## src/rtl/nonogram_pkg.sv

```systemverilog
// Shared protocol definitions for the nonogram line option stream.
// Latency: n/a (types and constants only).
// Backpressure: n/a.
package nonogram_pkg;

  // Header flag encodings, header bits [7:5]. 3'b011 and 3'b100 are illegal.
  localparam logic [2:0] FLAG_START_BOARD = 3'b111;
  localparam logic [2:0] FLAG_START_LINE  = 3'b110;
  localparam logic [2:0] FLAG_AND         = 3'b101;
  localparam logic [2:0] FLAG_OR          = 3'b010;
  localparam logic [2:0] FLAG_END_LINE    = 3'b001;
  localparam logic [2:0] FLAG_END_BOARD   = 3'b000;

  typedef enum logic [1:0] {
    IDLE  = 2'd0,
    BOARD = 2'd1,
    LINE  = 2'd2,
    ERROR = 2'd3
  } parse_state_t;

endpackage

```

## src/rtl/option_out_reg.sv

```systemverilog
// One-entry valid/ready holding register for an emitted option word.
// Latency: word visible the cycle after load_i.
// Backpressure: word held stable while valid_o && !ready_i; load and drain may coincide.
module option_out_reg #(
  parameter int BITS_W = 16,
  parameter int LINE_W = 5
) (
  input  logic              clk,
  input  logic              rst,
  input  logic              load_i,
  input  logic [BITS_W-1:0] bits_i,
  input  logic [LINE_W-1:0] line_i,
  input  logic              last_i,
  input  logic              ready_i,
  output logic              valid_o,
  output logic [BITS_W-1:0] bits_o,
  output logic [LINE_W-1:0] line_o,
  output logic              last_o
);

  logic              valid_q, valid_d;
  logic [BITS_W-1:0] bits_q, bits_d;
  logic [LINE_W-1:0] line_q, line_d;
  logic              last_q, last_d;

  // Load wins over drain so a new word replaces the one leaving in the same cycle.
  always_comb begin
    valid_d = valid_q;
    bits_d  = bits_q;
    line_d  = line_q;
    last_d  = last_q;
    if (load_i) begin
      valid_d = 1'b1;
      bits_d  = bits_i;
      line_d  = line_i;
      last_d  = last_i;
    end else if (ready_i) begin
      valid_d = 1'b0;
    end
  end

  // Entry register; reset drops any held word and zeroes the data.
  always_ff @(posedge clk) begin
    if (rst) begin
      valid_q <= 1'b0;
      bits_q  <= '0;
      line_q  <= '0;
      last_q  <= 1'b0;
    end else begin
      valid_q <= valid_d;
      bits_q  <= bits_d;
      line_q  <= line_d;
      last_q  <= last_d;
    end
  end

  assign valid_o = valid_q;
  assign bits_o  = bits_q;
  assign line_o  = line_q;
  assign last_o  = last_q;

endmodule

```

## src/rtl/line_option_parser.sv

```systemverilog
// Parses header/payload byte pairs into per-line option words, counts and board events.
// Latency: payload acceptance to opt_valid/cnt_valid/board_done/m/n/err is 1 cycle.
// Backpressure: in_ready = !opt_valid || opt_ready; nothing changes while in_ready is low.
module line_option_parser #(
  parameter int MAX_N  = 16,
  parameter int OPT_W  = 8,
  parameter int LINE_W = $clog2(2*MAX_N)
) (
  input  logic              clk,
  input  logic              rst,
  input  logic [7:0]        in_byte,
  input  logic              in_valid,
  output logic              in_ready,
  output logic              opt_valid,
  input  logic              opt_ready,
  output logic [MAX_N-1:0]  opt_bits,
  output logic [LINE_W-1:0] opt_line,
  output logic              opt_last,
  output logic              cnt_valid,
  output logic [LINE_W-1:0] cnt_line,
  output logic [OPT_W-1:0]  cnt_value,
  output logic [4:0]        m,
  output logic [4:0]        n,
  output logic              board_done,
  output logic              err
);

  import nonogram_pkg::*;

  localparam logic [OPT_W-1:0] CNT_ONE = OPT_W'(1);

  parse_state_t      state_q, state_d;
  logic              phase_q, phase_d;   // 0: expecting header, 1: expecting payload
  logic [7:0]        hdr_q, hdr_d;
  logic [MAX_N-1:0]  acc_q, acc_d;
  logic [OPT_W-1:0]  cnt_q, cnt_d;
  logic [LINE_W-1:0] line_q, line_d;
  logic [4:0]        m_q, m_d, n_q, n_d;
  logic              err_q, err_d;
  logic              cnt_vld_q, cnt_vld_d;
  logic [LINE_W-1:0] cnt_line_q, cnt_line_d;
  logic [OPT_W-1:0]  cnt_value_q, cnt_value_d;
  logic              board_done_q, board_done_d;

  logic              accept;
  logic              emit, emit_last, fail;
  logic [2:0]        flag;
  logic [4:0]        arg;
  logic [7:0]        pos_ext, line_ext, mn_sum, len_ext;
  logic              cnt_full, sizes_ok;

  assign in_ready = !opt_valid || opt_ready;
  assign accept   = in_valid && in_ready;

  assign flag     = hdr_q[7:5];
  assign arg      = hdr_q[4:0];
  assign pos_ext  = {1'b0, in_byte[7:1]};
  assign line_ext = 8'(line_q);
  assign mn_sum   = {3'b000, m_q} + {3'b000, n_q};
  // Rows (index < m) span n cells; columns span m cells.
  assign len_ext  = (line_ext < {3'b000, m_q}) ? {3'b000, n_q} : {3'b000, m_q};
  assign cnt_full = &cnt_q;
  assign sizes_ok = (arg != 5'd0) && (arg <= 5'(MAX_N)) &&
                    (in_byte[4:0] != 5'd0) && (in_byte[4:0] <= 5'(MAX_N));

  // Message decode: headers are latched, the message acts when its payload is accepted.
  always_comb begin
    state_d      = state_q;
    phase_d      = phase_q;
    hdr_d        = hdr_q;
    acc_d        = acc_q;
    cnt_d        = cnt_q;
    line_d       = line_q;
    m_d          = m_q;
    n_d          = n_q;
    err_d        = err_q;
    cnt_vld_d    = 1'b0;
    cnt_line_d   = cnt_line_q;
    cnt_value_d  = cnt_value_q;
    board_done_d = 1'b0;
    emit         = 1'b0;
    emit_last    = 1'b0;
    fail         = 1'b0;

    if (accept) begin
      if (!phase_q) begin
        // In ERROR only a START_BOARD header can resynchronise the stream.
        if (state_q != ERROR || in_byte[7:5] == FLAG_START_BOARD) begin
          hdr_d   = in_byte;
          phase_d = 1'b1;
          if (in_byte[7:5] == FLAG_START_BOARD) err_d = 1'b0;
        end
      end else begin
        phase_d = 1'b0;
        if (flag == FLAG_START_BOARD) begin
          if (!sizes_ok) begin
            fail = 1'b1;
          end else begin
            m_d     = arg;
            n_d     = in_byte[4:0];
            acc_d   = '0;
            cnt_d   = '0;
            state_d = BOARD;
          end
        end else if (state_q == BOARD || state_q == LINE) begin
          // IDLE silently ignores everything except START_BOARD.
          case (flag)
            FLAG_START_LINE: begin
              if (state_q == LINE || in_byte >= mn_sum) begin
                fail = 1'b1;
              end else begin
                line_d  = in_byte[LINE_W-1:0];
                acc_d   = '0;
                cnt_d   = '0;
                state_d = LINE;
              end
            end
            FLAG_END_BOARD: begin
              if (state_q == LINE) begin
                fail = 1'b1;
              end else begin
                board_done_d = 1'b1;
                state_d      = IDLE;
              end
            end
            FLAG_AND: begin
              if (state_q != LINE || pos_ext >= len_ext) begin
                fail = 1'b1;
              end else begin
                for (int i = 0; i < MAX_N; i++) begin
                  if (pos_ext == 8'(i)) acc_d[i] = in_byte[0];
                end
              end
            end
            FLAG_OR: begin
              if (state_q != LINE || cnt_full) begin
                fail = 1'b1;
              end else begin
                emit  = 1'b1;
                cnt_d = cnt_q + CNT_ONE;
                acc_d = '0;
              end
            end
            FLAG_END_LINE: begin
              if (state_q != LINE || cnt_full) begin
                fail = 1'b1;
              end else begin
                emit        = 1'b1;
                emit_last   = 1'b1;
                cnt_d       = cnt_q + CNT_ONE;
                acc_d       = '0;
                cnt_vld_d   = 1'b1;
                cnt_line_d  = line_q;
                cnt_value_d = cnt_q + CNT_ONE;
                state_d     = BOARD;
              end
            end
            default: fail = 1'b1;
          endcase
        end
      end
    end

    if (fail) begin
      err_d   = 1'b1;
      state_d = ERROR;
      phase_d = 1'b0;
    end
  end

  // Parser state and registered outputs.
  always_ff @(posedge clk) begin
    if (rst) begin
      state_q      <= IDLE;
      phase_q      <= 1'b0;
      hdr_q        <= '0;
      acc_q        <= '0;
      cnt_q        <= '0;
      line_q       <= '0;
      m_q          <= '0;
      n_q          <= '0;
      err_q        <= 1'b0;
      cnt_vld_q    <= 1'b0;
      cnt_line_q   <= '0;
      cnt_value_q  <= '0;
      board_done_q <= 1'b0;
    end else begin
      state_q      <= state_d;
      phase_q      <= phase_d;
      hdr_q        <= hdr_d;
      acc_q        <= acc_d;
      cnt_q        <= cnt_d;
      line_q       <= line_d;
      m_q          <= m_d;
      n_q          <= n_d;
      err_q        <= err_d;
      cnt_vld_q    <= cnt_vld_d;
      cnt_line_q   <= cnt_line_d;
      cnt_value_q  <= cnt_value_d;
      board_done_q <= board_done_d;
    end
  end

  option_out_reg #(
    .BITS_W (MAX_N),
    .LINE_W (LINE_W)
  ) u_out (
    .clk     (clk),
    .rst     (rst),
    .load_i  (emit),
    .bits_i  (acc_q),
    .line_i  (line_q),
    .last_i  (emit_last),
    .ready_i (opt_ready),
    .valid_o (opt_valid),
    .bits_o  (opt_bits),
    .line_o  (opt_line),
    .last_o  (opt_last)
  );

  assign cnt_valid  = cnt_vld_q;
  assign cnt_line   = cnt_line_q;
  assign cnt_value  = cnt_value_q;
  assign m          = m_q;
  assign n          = n_q;
  assign board_done = board_done_q;
  assign err        = err_q;

endmodule

```

## config.mk

```make
export PLATFORM = sky130hd
export DESIGN_NAME = line_option_parser
export DESIGN_NICKNAME = d
export VERILOG_FILES = /design/src/rtl/nonogram_pkg.sv /design/src/rtl/option_out_reg.sv /design/src/rtl/line_option_parser.sv
export SDC_FILE = /design/constraint.sdc
export NUM_CORES = 1
export LEC_CHECK = 0
export ABC_AREA = 1
export BUFFER_PORTS_ARGS = -buffer_cell sky130_fd_sc_hd__buf_2
export CORE_MARGIN = 2
export CORE_UTILIZATION = 53
export DETAILED_ROUTE_END_ITERATION = 8
export GPL_ROUTABILITY_DRIVEN = 0
export PLACE_DENSITY = 0.72
export SYNTH_ARGS = -nofsm -noshare
export SYNTH_HDL_FRONTEND = slang
export SYNTH_SLANG_ARGS = --single-unit
```

## constraint.sdc

```tcl
create_clock -name clk -period 3 [get_ports clk]
set_input_delay 0.9 -clock clk [delete_from_list [all_inputs] [get_ports clk]]
set_output_delay 0.9 -clock clk [all_outputs]
set_load 0.03 [all_outputs]
```

==> results of run 1 <==
metal layers:
| metal | wire length, µm | up-vias |
|---|---|---|
| met1 | 5230 | 2033 |
| met5 | 0 | - |
| met2 | 5180 | 155 |
| met4 | 184 | 0 |
| li1 | - | 2256 |
| met3 | 745 | 20 |
state kept, by name, summed over array words and instances (netlist names), 2 cells and up:
signal	cells
acc_q	16
u_out.bits_o	16
cnt_q	8
cnt_value	8
hdr_q	8
cnt_line	5
line_q	5
m	5
n	5
u_out.line_o	5
state_q	2
worst reg2reg max path, cell delays in order (launching register included):
cell	delay (ps)
dfxtp_2	350
inv_2	60
ha_4	270
nand2_1	80
inv_1	60
nand4_1	100
o211ai_1	150
buf_4	190
buf_4	110
nand2_1	40
o21ai_1	80
ha_1	240
nand2_1	60
nor2_1	40
nand2_1	60
nand4_1	100
nand2_1	110
inv_2	60
nor2_4	190
clkbuf_16	200
nand4_1	100
nand2_1	100
nor2_1	50
layout make-up:
cell class                      instances  area [µm²]  area share [%]
Clock buffer                            9         124            2.33
Clock inverter                          7        67.6            1.27
Inverter                               69         259            4.87
Multi-Input combinational cell        465        2460            46.2
Sequential cell                        89        1790            33.6
Tap cell                              105         131            2.47
Timing Repair Buffer                   80         493            9.26
timing repair:
action	CTS	global route
resized for setup	0	29
endpoints found under the setup margin	18	26
gates cloned	0	3
setup buffers	2	3
pin swaps	1	10
hold buffers	0	0
power by group:
part | internal [mW] | total (mW) | switching [mW]
clock | 0.328 | 0.822 | 0.494
sequential | 1.19 | 1.20 | 0.0107
combinational | 0.0636 | 0.199 | 0.136
total | 1.58 | 2.22 | 0.641
logic make-up (layout without fill, tap and decap cells):
family / after synthesis / in the layout
xor gates and xnor gates: 9 / 9
and+or+nand+nor: 283 / 283
buffers and inverters: 97 / 165
adders and majority gates: 24 / 24
DFF: 89 / 89
AOI/OAI and AO/OA: 149 / 149
cells in the final DEF (no fill, tap or decap), types with 3 or more instances in the layout:
master	count
a21oi_1	63
a21oi_2	3
a31oi_1	16
buf_2	62
buf_4	15
clkbuf_8	9
dfxtp_1	83
dfxtp_2	6
ha_1	19
ha_4	4
inv_1	60
inv_2	8
inv_6	3
inv_8	3
nand2_1	130
nand2_2	6
nand3_1	22
nand4_1	18
nor2_1	85
nor2_2	6
nor3_1	4
o21ai_0	59
o21ai_1	4
or2_2	3
xnor2_1	3
xor2_1	6
final timing paths:
check / startpoint / end / slack [ps] / cells past startpoint
worst min register to register: cnt_value[2] / cnt_value[2] / 470 / 2
worst min-delay path: cnt_value[2] / cnt_value[2] / 470 / 2
worst max register to register: m[4] / acc_q[3] / 90 / 22
worst max-delay path: m[4] / acc_q[3] / 90 / 22
through the flow:
step / hold slack (ps) / util, % / setup TNS [ps] / cell area [µm²]
after global routing: 499 / 64.1 / -984 / 5320
final: 471 / 64.1 / 0 / 5320
after floorplan: 432 / - / 0 / 4590
after global placement: 444 / 59.6 / 0 / 4950
after detailed placement: 456 / 59.6 / -330 / 4950
after CTS: 475 / 62.1 / 0 / 5150
==> metrics.md, run 1 <==
| Metric | Value |
|---|---|
| Status | `completed` |
| Top delay family on crit path | `simple AND/OR/NAND/NOR gates` |
| Overflow after GRT | `0` |
| Crit-path max FO | `8` |
| DRC errors left | `0` |
| GRT met2 Usage | `39.2%` |
| Mapped Nets | `687` |
| Global Route Usage Sum | `23.9%` |
| DIE HEIGHT | `97.1 µm` |
| Crit. End Element | `flop` |
| Cell with the most instances after synthesis | `nand2_1` |
| Worst slack, placed | `-48.3 ps` |
| Worst Path Buf+Inv | `6` |
| CTS H-tree depth | `3` |
| Top Usage Layer GRT | `met2` |
| Initial antenna violation count | `0` |
| Distinct cells, synth | `36` |
| CP Launch Type | `flop` |
| Clk Tree Root Cell | `clkbuf_8` |
| Clock Tree Buf Depth | `2` |
| Avg Vias per Cell | `5.42` |
| Post-Synth XOR/XNOR Area | `1.72%` |
| Worst hold-check path type | `flop to flop` |
| Dpl cells | `800` |
| Slew Viols, Final | `0` |
| Critical path data arrival time | `3170 ps` |
| Post-Syn Area | `4590 µm²` |
| WP data required | `3260 ps` |
| Simple-gate share of the synthesized area | `26.3%` |
| # fillers | `768` |
| Core area | `8300 µm²` |
| Mapped Cells | `651` |
| Worst slew pin tran | `561 ps` |
| Post-synth EDFFs | `0` |
| FP Rows | `33` |
| Post-Layout Cell Count | `824` |
| Die area | `9420 µm²` |
| Synth Area in Compound Gates | `17.0%` |
| First-pass GRT wire length | `19000 µm` |
| Max-Slew Margin vs Limit | `62.5%` |
| N_diodes | `0` |
| Detailed-router iteration count before antenna repair | `5` |
| CP max stage cell | `dfxtp_2` |
| Area contributors post-synth | `dfxtp_1 39%, nand2_1 11%, a21oi_1 7.1%` |
| IO buf count | `61` |
| Setup WS post-layout | `92.5 ps` |
| Critical path class | `flop to flop` |
| Pwr Total | `2.22 mW` |
| Endpoints failing setup | `0` |
| Fin crit period | `2910 ps` |
| Cell mode on critical path | `nand2_1` |
| Final period util | `96.9%` |
| TritonCTS buffer count | `9` |
| Area Overhead vs Synth | `15.9%` |
| Pwr per Cell Area | `418 nW/µm²` |
| Antenna-violating nets left | `0` |
| Sequential-to-total area share from yosys stat | `38.8%` |
| Fmax achieved | `344 MHz` |
| Worst skew pair latency | `370 ps` |
| Mux contribution to synthesized area | `0%` |
| Worst Clk Skew | `14.6 ps` |
| Starting DRT DRC Count | `293` |
| Synth top area share | `38.8%` |
| Nets | `750` |
| Die W | `97.1 µm` |
| Max_cap viols | `0` |
| Leakage | `2.46 nW` |
| CP peak stage delay | `350 ps` |
| GR Util met1 | `32.1%` |
| Yosys warns | `0` |
| Routed vias | `4464` |
| Final WL | `11300 µm` |
| Adder-Cell Fraction of Synth Area | `6.70%` |
| Largest net degree at the start of global routing | `44` |
| Max VDD drop | `0.000220 V` |
| Synth top cells by count | `135 x nand2_1, 89 x dfxtp_1, 86 x nor2_1` |
| Drt wl/cell | `13.8 µm` |
| Commonest register cell after synthesis | `dfxtp_1` |
| # clock sinks | `89` |
| Synth area leader | `dfxtp_1` |
| Post-detail-place hpwl | `7830 µm` |
| Fin. Hold Viols | `0` |
| Layout cell share with drive strength beyond 1 | `19.2%` |
| Share of synthesized flip-flops with an asynchronous set or reset | `0%` |
| Flops & latches, synth | `89` |
| Mapped Avg Cell Area | `7.05 µm²` |
| CTS tree | `built` |
| Initial Util | `55.3%` |
| Grt met3 use | `5.25%` |
| Clock-pin slew on the worst setup and hold paths | `110 ps` |
| Vias in the first global route | `4201` |
| Largest family of logic cells by synthesized area | `simple AND/OR/NAND/NOR gates` |
| # IOs | `62` |
| Critical-path cell list | `inv_2, ha_4, nand2_1, inv_1, nand4_1, o211ai_1, buf_4, buf_4, nand2_1, o21ai_1, ha_1, nand2_1, nor2_1, nand2_1, nand4_1, nand2_1, inv_2, nor2_4, clkbuf_16, nand4_1, nand2_1, nor2_1` |
Power figures use the tool's default switching activity.
==> run 2: changes to the inputs <==
--- a/config.mk
+++ b/config.mk
@@ -11,6 +11,7 @@
 export CORE_UTILIZATION = 53
 export DETAILED_ROUTE_END_ITERATION = 8
 export GPL_ROUTABILITY_DRIVEN = 0
+export GPL_TIMING_DRIVEN = 0
 export PLACE_DENSITY = 0.72
 export SYNTH_ARGS = -nofsm -noshare
 export SYNTH_HDL_FRONTEND = slang
==> run 2 against run 1 <==
- maximum frequency increased by 1.4%
- total power decreased by 3.0%
- critical path depth decreased by 1
- largest power group unchanged
- core utilization increased by 0.84 points
==> metrics.md, run 2 (synthesized netlist as in run 1, its figures left out) <==
| Metric | Value |
|---|---|
| # clock sinks | `89 (unchanged)` |
| Vias in the first global route | `4193 (was 4201)` |
| Leakage | `2.49 nW (was 2.46 nW)` |
| Hold-fix buffers, CTS | `0 (unchanged)` |
| Worst Path Buf+Inv | `6 (unchanged)` |
| Slew Viols, Final | `0 (unchanged)` |
| Worst hold-check path type | `flop to flop (unchanged)` |
| CTS H-tree depth | `3 (unchanged)` |
| Routed vias | `4546 (was 4464)` |
| Core Util, Final | `65.0% (was 64.1%)` |
| Top delay family on crit path | `simple AND/OR/NAND/NOR gates (unchanged)` |
| Die W | `97.1 µm (unchanged)` |
| Max-Slew Margin vs Limit | `57.3% (was 62.5%)` |
| First-pass GRT wire length | `19700 µm (was 19000 µm)` |
| Max_cap viols | `0 (unchanged)` |
| CP peak stage delay | `360 ps (was 350 ps)` |
| Worst hold slack | `470 ps (was 471 ps)` |
| Avg Vias per Cell | `5.41 (was 5.42)` |
| FP Rows | `33 (unchanged)` |
| Most common cell after layout, fill and taps aside | `nand2_1 (unchanged)` |
| Post-detail-place hpwl | `8670 µm (was 7830 µm)` |
| TritonCTS buffer count | `9 (unchanged)` |
| Layout cell share with drive strength beyond 1 | `20.1% (was 19.2%)` |
| Drt wl/cell | `14.3 µm (was 13.8 µm)` |
| Max VDD drop | `0.000230 V (was 0.000220 V)` |
| Critical path class | `flop to flop (unchanged)` |
| Area post-placement | `5030 µm² (was 4950 µm²)` |
| Worst slew pin tran | `635 ps (was 561 ps)` |
| Fmax achieved | `349 MHz (was 344 MHz)` |
| Die area | `9420 µm² (unchanged)` |
| CTS tree | `built (unchanged)` |
| Final WL | `12000 µm (was 11300 µm)` |
| Antenna-violating nets left | `0 (unchanged)` |
| Initial antenna violation count | `0 (unchanged)` |
| Status | `completed (unchanged)` |
| Critical-path cell list | `inv_4, ha_4, nand2_2, inv_1, nand4_1, o211ai_1, buf_4, buf_2, o21ai_0, ha_1, nand3_1, nand2_1, nand2_1, nand4_1, nand2_1, inv_2, nor2_4, buf_6, nand4_1, nand2_1, nor2_1 (was inv_2, ha_4, nand2_1, inv_1, nand4_1, o211ai_1, buf_4, buf_4, nand2_1, o21ai_1, ha_1, nand2_1, nor2_1, nand2_1, nand4_1, nand2_1, inv_2, nor2_4, clkbuf_16, nand4_1, nand2_1, nor2_1)` |
| Nets | `767 (was 750)` |
| DIE HEIGHT | `97.1 µm (unchanged)` |
| Detailed-router iteration count before antenna repair | `6 (was 5)` |
| # IOs | `62 (unchanged)` |
| N_diodes | `0 (unchanged)` |
| Critical path data arrival time | `3120 ps (was 3170 ps)` |
| Pwr per Cell Area | `400 nW/µm² (was 418 nW/µm²)` |
| WP data required | `3250 ps (was 3260 ps)` |
| Global Route Usage Sum | `25.3% (was 23.9%)` |
| Crit-path max FO | `6 (was 8)` |
| IO buf count | `61 (unchanged)` |
| Clk Tree Root Cell | `clkbuf_8 (unchanged)` |
| R2r setup slk | `130 ps (was 90 ps)` |
| Largest net degree at the start of global routing | `16 (was 44)` |
| Most frequent cells in the layout | `130 x nand2_1, 85 x nor2_1, 82 x dfxtp_1, 70 x buf_2, 63 x a21oi_1 (was 130 x nand2_1, 85 x nor2_1, 83 x dfxtp_1, 63 x a21oi_1, 62 x buf_2)` |
| Worst Clk Skew | `7.53 ps (was 14.6 ps)` |
| Area Overhead vs Synth | `17.5% (was 15.9%)` |
| Clock Tree Buf Depth | `2 (unchanged)` |
| Core area | `8300 µm² (unchanged)` |
| Worst skew pair latency | `360 ps (was 370 ps)` |
| Clock-pin slew on the worst setup and hold paths | `90 ps (was 110 ps)` |
| CP max stage cell | `dfxtp_2 (unchanged)` |
| Starting DRT DRC Count | `328 (was 293)` |
| Final instance area | `5390 µm² (was 5320 µm²)` |
| Initial Util | `55.3% (unchanged)` |
| Fin crit period | `2870 ps (was 2910 ps)` |
| Cell mode on critical path | `nand2_1 (unchanged)` |
| DRC errors left | `0 (unchanged)` |
| TNS Setup | `0 ps (unchanged)` |
| Final period util | `95.6% (was 96.9%)` |
| Fin. Hold Viols | `0 (unchanged)` |
| CP Launch Type | `flop (unchanged)` |
| Overflow after GRT | `0 (unchanged)` |
| Endpoints failing setup | `0 (unchanged)` |
| Crit. End Element | `flop (unchanged)` |
[run 2: worst paths after layout]
check             depth (start not counted)    startpoint            to
hold reg to reg                           2  cnt_value[2]  cnt_value[2]
setup reg to reg                         21          m[4]      acc_q[4]
hold / removal                            2  cnt_value[2]  cnt_value[2]
setup / recovery                         21          m[4]      acc_q[4]
[run 2: power breakdown]
group          switching (mW)  internal (mW)
clock                   0.438          0.308
sequential             0.0117           1.19
combinational           0.143         0.0674
total                   0.593           1.56
[run 2: repair_timing]
| action | CTS | global route |
|---|---|---|
| setup buffers | 2 | 4 |
| gates cloned | 0 | 3 |
| setup endpoints to repair | 18 | 25 |
| hold endpoints to repair | 0 | 0 |
| gates resized for setup | 0 | 50 |
| pin swaps | 1 | 11 |
[run 2: metrics by stage]
| stage | total power [mW] | std cells | setup slack, ps |
|---|---|---|---|
| final | 2.16 | 841 | 133 |
| after global routing | 2.26 | 841 | -98.6 |
| after CTS | 2.16 | 835 | -46.4 |
| after detailed placement | 1.43 | 817 | -280 |
| after global placement | 1.43 | 817 | -217 |
| after floorplan | 1.37 | 651 | 82.5 |
[run 2: worst register-to-register path: cells and delay by family, from the launching register on]
family | cells | cell delay [ps]
flip-flops | 1 | 360
buffers and inverters | 6 | 610
AND/OR/NAND/NOR | 11 | 970
adder cells (fa/ha/maj) | 2 | 520
AO/OA/AOI/OAI | 2 | 300
[run 2: final cells by class]
| class | instances | area [µm²] |
|---|---|---|
| plain buffers | 28 | 193 |
| flip-flops and latches | 89 | 1800 |
| clock buffers | 11 | 131 |
| clock inverters | 5 | 38.8 |
| fillers | 755 | 2910 |
| inverters | 69 | 267 |
| multi-input cells | 465 | 2470 |
| repair buffers | 69 | 364 |
| well taps | 105 | 131 |
[run 2: layer usage]
| layer | up-vias | GRT usage, % | part of all wire [%] |
|---|---|---|---|
| met5 | - | 0 | 0 |
| met4 | 0 | 8.02 | 1.8 |
| met3 | 22 | 5.68 | 7.5 |
| met2 | 168 | 38.9 | 44 |
| met1 | 2060 | 35.3 | 47 |
| li1 | 2296 | - | - |
==> run 3: changes to the inputs <==
--- a/config.mk
+++ b/config.mk
@@ -7,12 +7,16 @@
 export LEC_CHECK = 0
 export ABC_AREA = 1
 export BUFFER_PORTS_ARGS = -buffer_cell sky130_fd_sc_hd__buf_2
+export CELL_PAD_IN_SITES_DETAIL_PLACEMENT = 2
+export CELL_PAD_IN_SITES_GLOBAL_PLACEMENT = 2
 export CORE_MARGIN = 2
-export CORE_UTILIZATION = 53
+export CORE_UTILIZATION = 32
+export CTS_CLUSTER_DIAMETER = 60
 export DETAILED_ROUTE_END_ITERATION = 8
 export GPL_ROUTABILITY_DRIVEN = 0
 export GPL_TIMING_DRIVEN = 0
-export PLACE_DENSITY = 0.72
+export PLACE_DENSITY = 0.77
+export SETUP_SLACK_MARGIN = 0.4
 export SYNTH_ARGS = -nofsm -noshare
 export SYNTH_HDL_FRONTEND = slang
 export SYNTH_SLANG_ARGS = --single-unit
==> run 3 against run 2 <==
- the flow now finishes with violations (negative setup slack)
- sequential share of layout area decreased by 3.7 points
- core utilization decreased by 21 points
- hold slack got worse by 0.59 ps
- critical path type unchanged
- largest cell class unchanged
==> metrics.md, run 3 (synthesized netlist as in run 1, its figures left out) <==
| Metric | Value |
|---|---|
| Status | `finished with violations (was completed)` |
| Failing checks | `negative setup slack` |
| # clock sinks | `89 (unchanged)` |
| Max-Slew Margin vs Limit | `53.5% (was 57.3%)` |
| DR top layer | `met4 (unchanged)` |
| # IOs | `62 (unchanged)` |
| Met3 wire length | `678 µm (was 898 µm)` |
| Avg Vias per Cell | `5.24 (was 5.41)` |
| DIE HEIGHT | `124 µm (was 97.1 µm)` |
| Area Overhead vs Synth | `33.0% (was 17.5%)` |
| Fin. Hold Viols | `0 (unchanged)` |
| Critical path class | `flop to flop (unchanged)` |
| Met2 WL | `9130 µm (was 5230 µm)` |
| Antenna-violating nets left | `0 (unchanged)` |
| CTS H-tree depth | `3 (unchanged)` |
| Nets | `780 (was 767)` |
| Final period util | `102% (was 95.6%)` |
| Clock Tree Buf Depth | `2 (unchanged)` |
| Worst skew pair latency | `360 ps (about the same)` |
| Clock-pin slew on the worst setup and hold paths | `70 ps (was 90 ps)` |
| First-pass GRT wire length | `27000 µm (was 19700 µm)` |
| R2r endpoint | `acc_q[0] (was acc_q[4])` |
| Core Util, Final | `43.8% (was 65.0%)` |
| CP max stage cell | `dfxtp_4 (was dfxtp_2)` |
| Leakage | `2.66 nW (was 2.49 nW)` |
| # fillers | `1586 (was 755)` |
| Pwr per Cell Area | `420 nW/µm² (was 400 nW/µm²)` |
| IO buf count | `61 (unchanged)` |
| Fin crit period | `3060 ps (was 2870 ps)` |
| Cell depth of the worst flop-to-flop path | `21 (unchanged)` |
| Worst Setup SP | `m[4] (unchanged)` |
| Routed vias | `4871 (was 4546)` |
| Setup WS post-layout | `-55.6 ps (was 133 ps)` |
| FF-to-FF Start | `m[4] (unchanged)` |
| Core area | `13900 µm² (was 8300 µm²)` |
| RSZ-0062 raised after global routing | `true` |
| Slew Viols, Final | `0 (unchanged)` |
| Post-Layout Cell Count | `929 (was 841)` |
| Max VDD drop | `0.000281 V (was 0.000230 V)` |
| WP data required | `3280 ps (was 3250 ps)` |
| Endpoints failing setup | `1 (was 0)` |
| Detailed-router iteration count before antenna repair | `4 (was 6)` |
| Crit-path max FO | `6 (unchanged)` |
| CP peak stage delay | `360 ps (about the same)` |
| Worst slew pin tran | `697 ps (was 635 ps)` |
| Most common cell after layout, fill and taps aside | `nand2_1 (unchanged)` |
| Dpl cells | `892 (was 817)` |
| Starting DRT DRC Count | `231 (was 328)` |
| Largest net degree at the start of global routing | `17 (was 16)` |
| Pwr Total | `2.56 mW (was 2.16 mW)` |
| Drt wl/cell | `19.9 µm (was 14.3 µm)` |
| Most frequent cells in the layout | `115 x nand2_1, 84 x nor2_1, 81 x dfxtp_1, 69 x buf_2, 57 x inv_1 (was 130 x nand2_1, 85 x nor2_1, 82 x dfxtp_1, 70 x buf_2, 63 x a21oi_1)` |
| Hold-fix buffers, CTS | `0 (unchanged)` |
| FP Rows | `43 (was 33)` |
| Metal-1 WL | `8280 µm (was 5660 µm)` |
| Vias in the first global route | `5097 (was 4193)` |
| Crit. End Element | `flop (unchanged)` |
| CTS tree | `built (unchanged)` |
| Fmax achieved | `327 MHz (was 349 MHz)` |
| Worst Clk Skew | `8.44 ps (was 7.53 ps)` |
| TNS Setup | `-55.6 ps (was 0 ps)` |
| Die W | `124 µm (was 97.1 µm)` |
| Critical path data arrival time | `3340 ps (was 3120 ps)` |
| Clk Tree Root Cell | `clkbuf_16 (was clkbuf_8)` |
| Worst hold-check path type | `flop to flop (unchanged)` |
| Layout cell share with drive strength beyond 1 | `29.4% (was 20.1%)` |
| Post-detail-place hpwl | `12300 µm (was 8670 µm)` |
| R2r setup slk | `-60 ps (was 130 ps)` |
| Cell mode on critical path | `nand2_1 (unchanged)` |
| CP endpoint | `acc_q[0] (was acc_q[4])` |
| Global Route Usage Sum | `23.3% (was 25.3%)` |
| N_diodes | `0 (unchanged)` |
| DRC errors left | `0 (unchanged)` |
| Initial antenna violation count | `0 (unchanged)` |
| Die area | `15300 µm² (was 9420 µm²)` |
| Max_cap viols | `0 (unchanged)` |
| Final WL | `18500 µm (was 12000 µm)` |
| TritonCTS buffer count | `9 (unchanged)` |
| CP Launch Type | `flop (unchanged)` |
| Critical-path cell list | `inv_4, ha_4, nand2_2, inv_2, nand4_1, o211ai_1, buf_4, buf_4, nand2_1, o21ai_1, ha_1, nand2_1, nor2_1, nand2_1, nand4_1, nand2_2, inv_2, nor2_4, buf_2, a31oi_1, nor2_1 (was inv_4, ha_4, nand2_2, inv_1, nand4_1, o211ai_1, buf_4, buf_2, o21ai_0, ha_1, nand3_1, nand2_1, nand2_1, nand4_1, nand2_1, inv_2, nor2_4, buf_6, nand4_1, nand2_1, nor2_1)` |
| Hold_sp | `acc_q[1] (was cnt_value[2])` |
| Overflow after GRT | `0 (unchanged)` |
| Initial Util | `32.9% (was 55.3%)` |
run 3: final cells by class:
| class | instances | area (µm²) | area share, % |
|---|---|---|---|
| sequential | 89 | 1810 | 29.6 |
| buffer | 28 | 193 | 3.16 |
| inverter | 69 | 272 | 4.45 |
| timing repair buffer | 82 | 487 | 7.97 |
| clock buffer | 10 | 229 | 3.75 |
| clock inverter | 6 | 48.8 | 0.799 |
| tap | 180 | 225 | 3.69 |
| multi-input combinational | 465 | 2850 | 46.6 |
run 3: what timing repair did:
item | in CTS | in global routing
hold endpoints to repair | 0 | 0
cloned | 2 | 0
resized for setup | 42 | 79
buffers inserted | 12 | 7
pin swaps | 29 | 43
setup endpoints to repair | 32 | 36
run 3: layer usage:
metal | track usage (%) | vias to the layer above
met1 | 29.7 | 2428
li1 | - | 2323
met3 | 4.08 | 35
met2 | 39.6 | 85
met5 | 0 | -
met4 | 7.67 | 0
run 3: worst min path at each step:
stage | endpoint | slack (ps) | cells past startpoint
3_3_place_gp | acc_q[15] | 450 | 2
4_1_cts | acc_q[1] | 480 | 2
6_report | acc_q[1] | 470 | 2
3_5_place_dp | acc_q[4] | 460 | 2
2_1_floorplan | acc_q[0] | 430 | 2
5_1_grt | cnt_value[2] | 510 | 2
run 3: worst max-delay path, delay by kind of cell (launching register included):
family                   cells  cell delay (ps)
AND/OR/NAND/NOR             10             1060
buffers and inverters        6              710
adder cells (fa/ha/maj)      2              520
flip-flops                   1              360
AO/OA/AOI/OAI                3              330
run 3: stage by stage:
stage | hold WS, ps | cell area [µm²] | setup slack [ps]
6_report | 470 | 6110 | -55.6
3_3_place_gp | 452 | 5170 | -138
3_5_place_dp | 457 | 5170 | -247
5_1_grt | 514 | 6110 | -234
4_1_cts | 475 | 5700 | 97.5
2_1_floorplan | 432 | 4640 | 403
run 3: where the power goes:
part           internal, mW  switching (mW)  total (mW)
clock network         0.572           0.525        1.10
registers              1.19          0.0127        1.20
logic                0.0831           0.185       0.268
total                  1.84           0.723        2.56
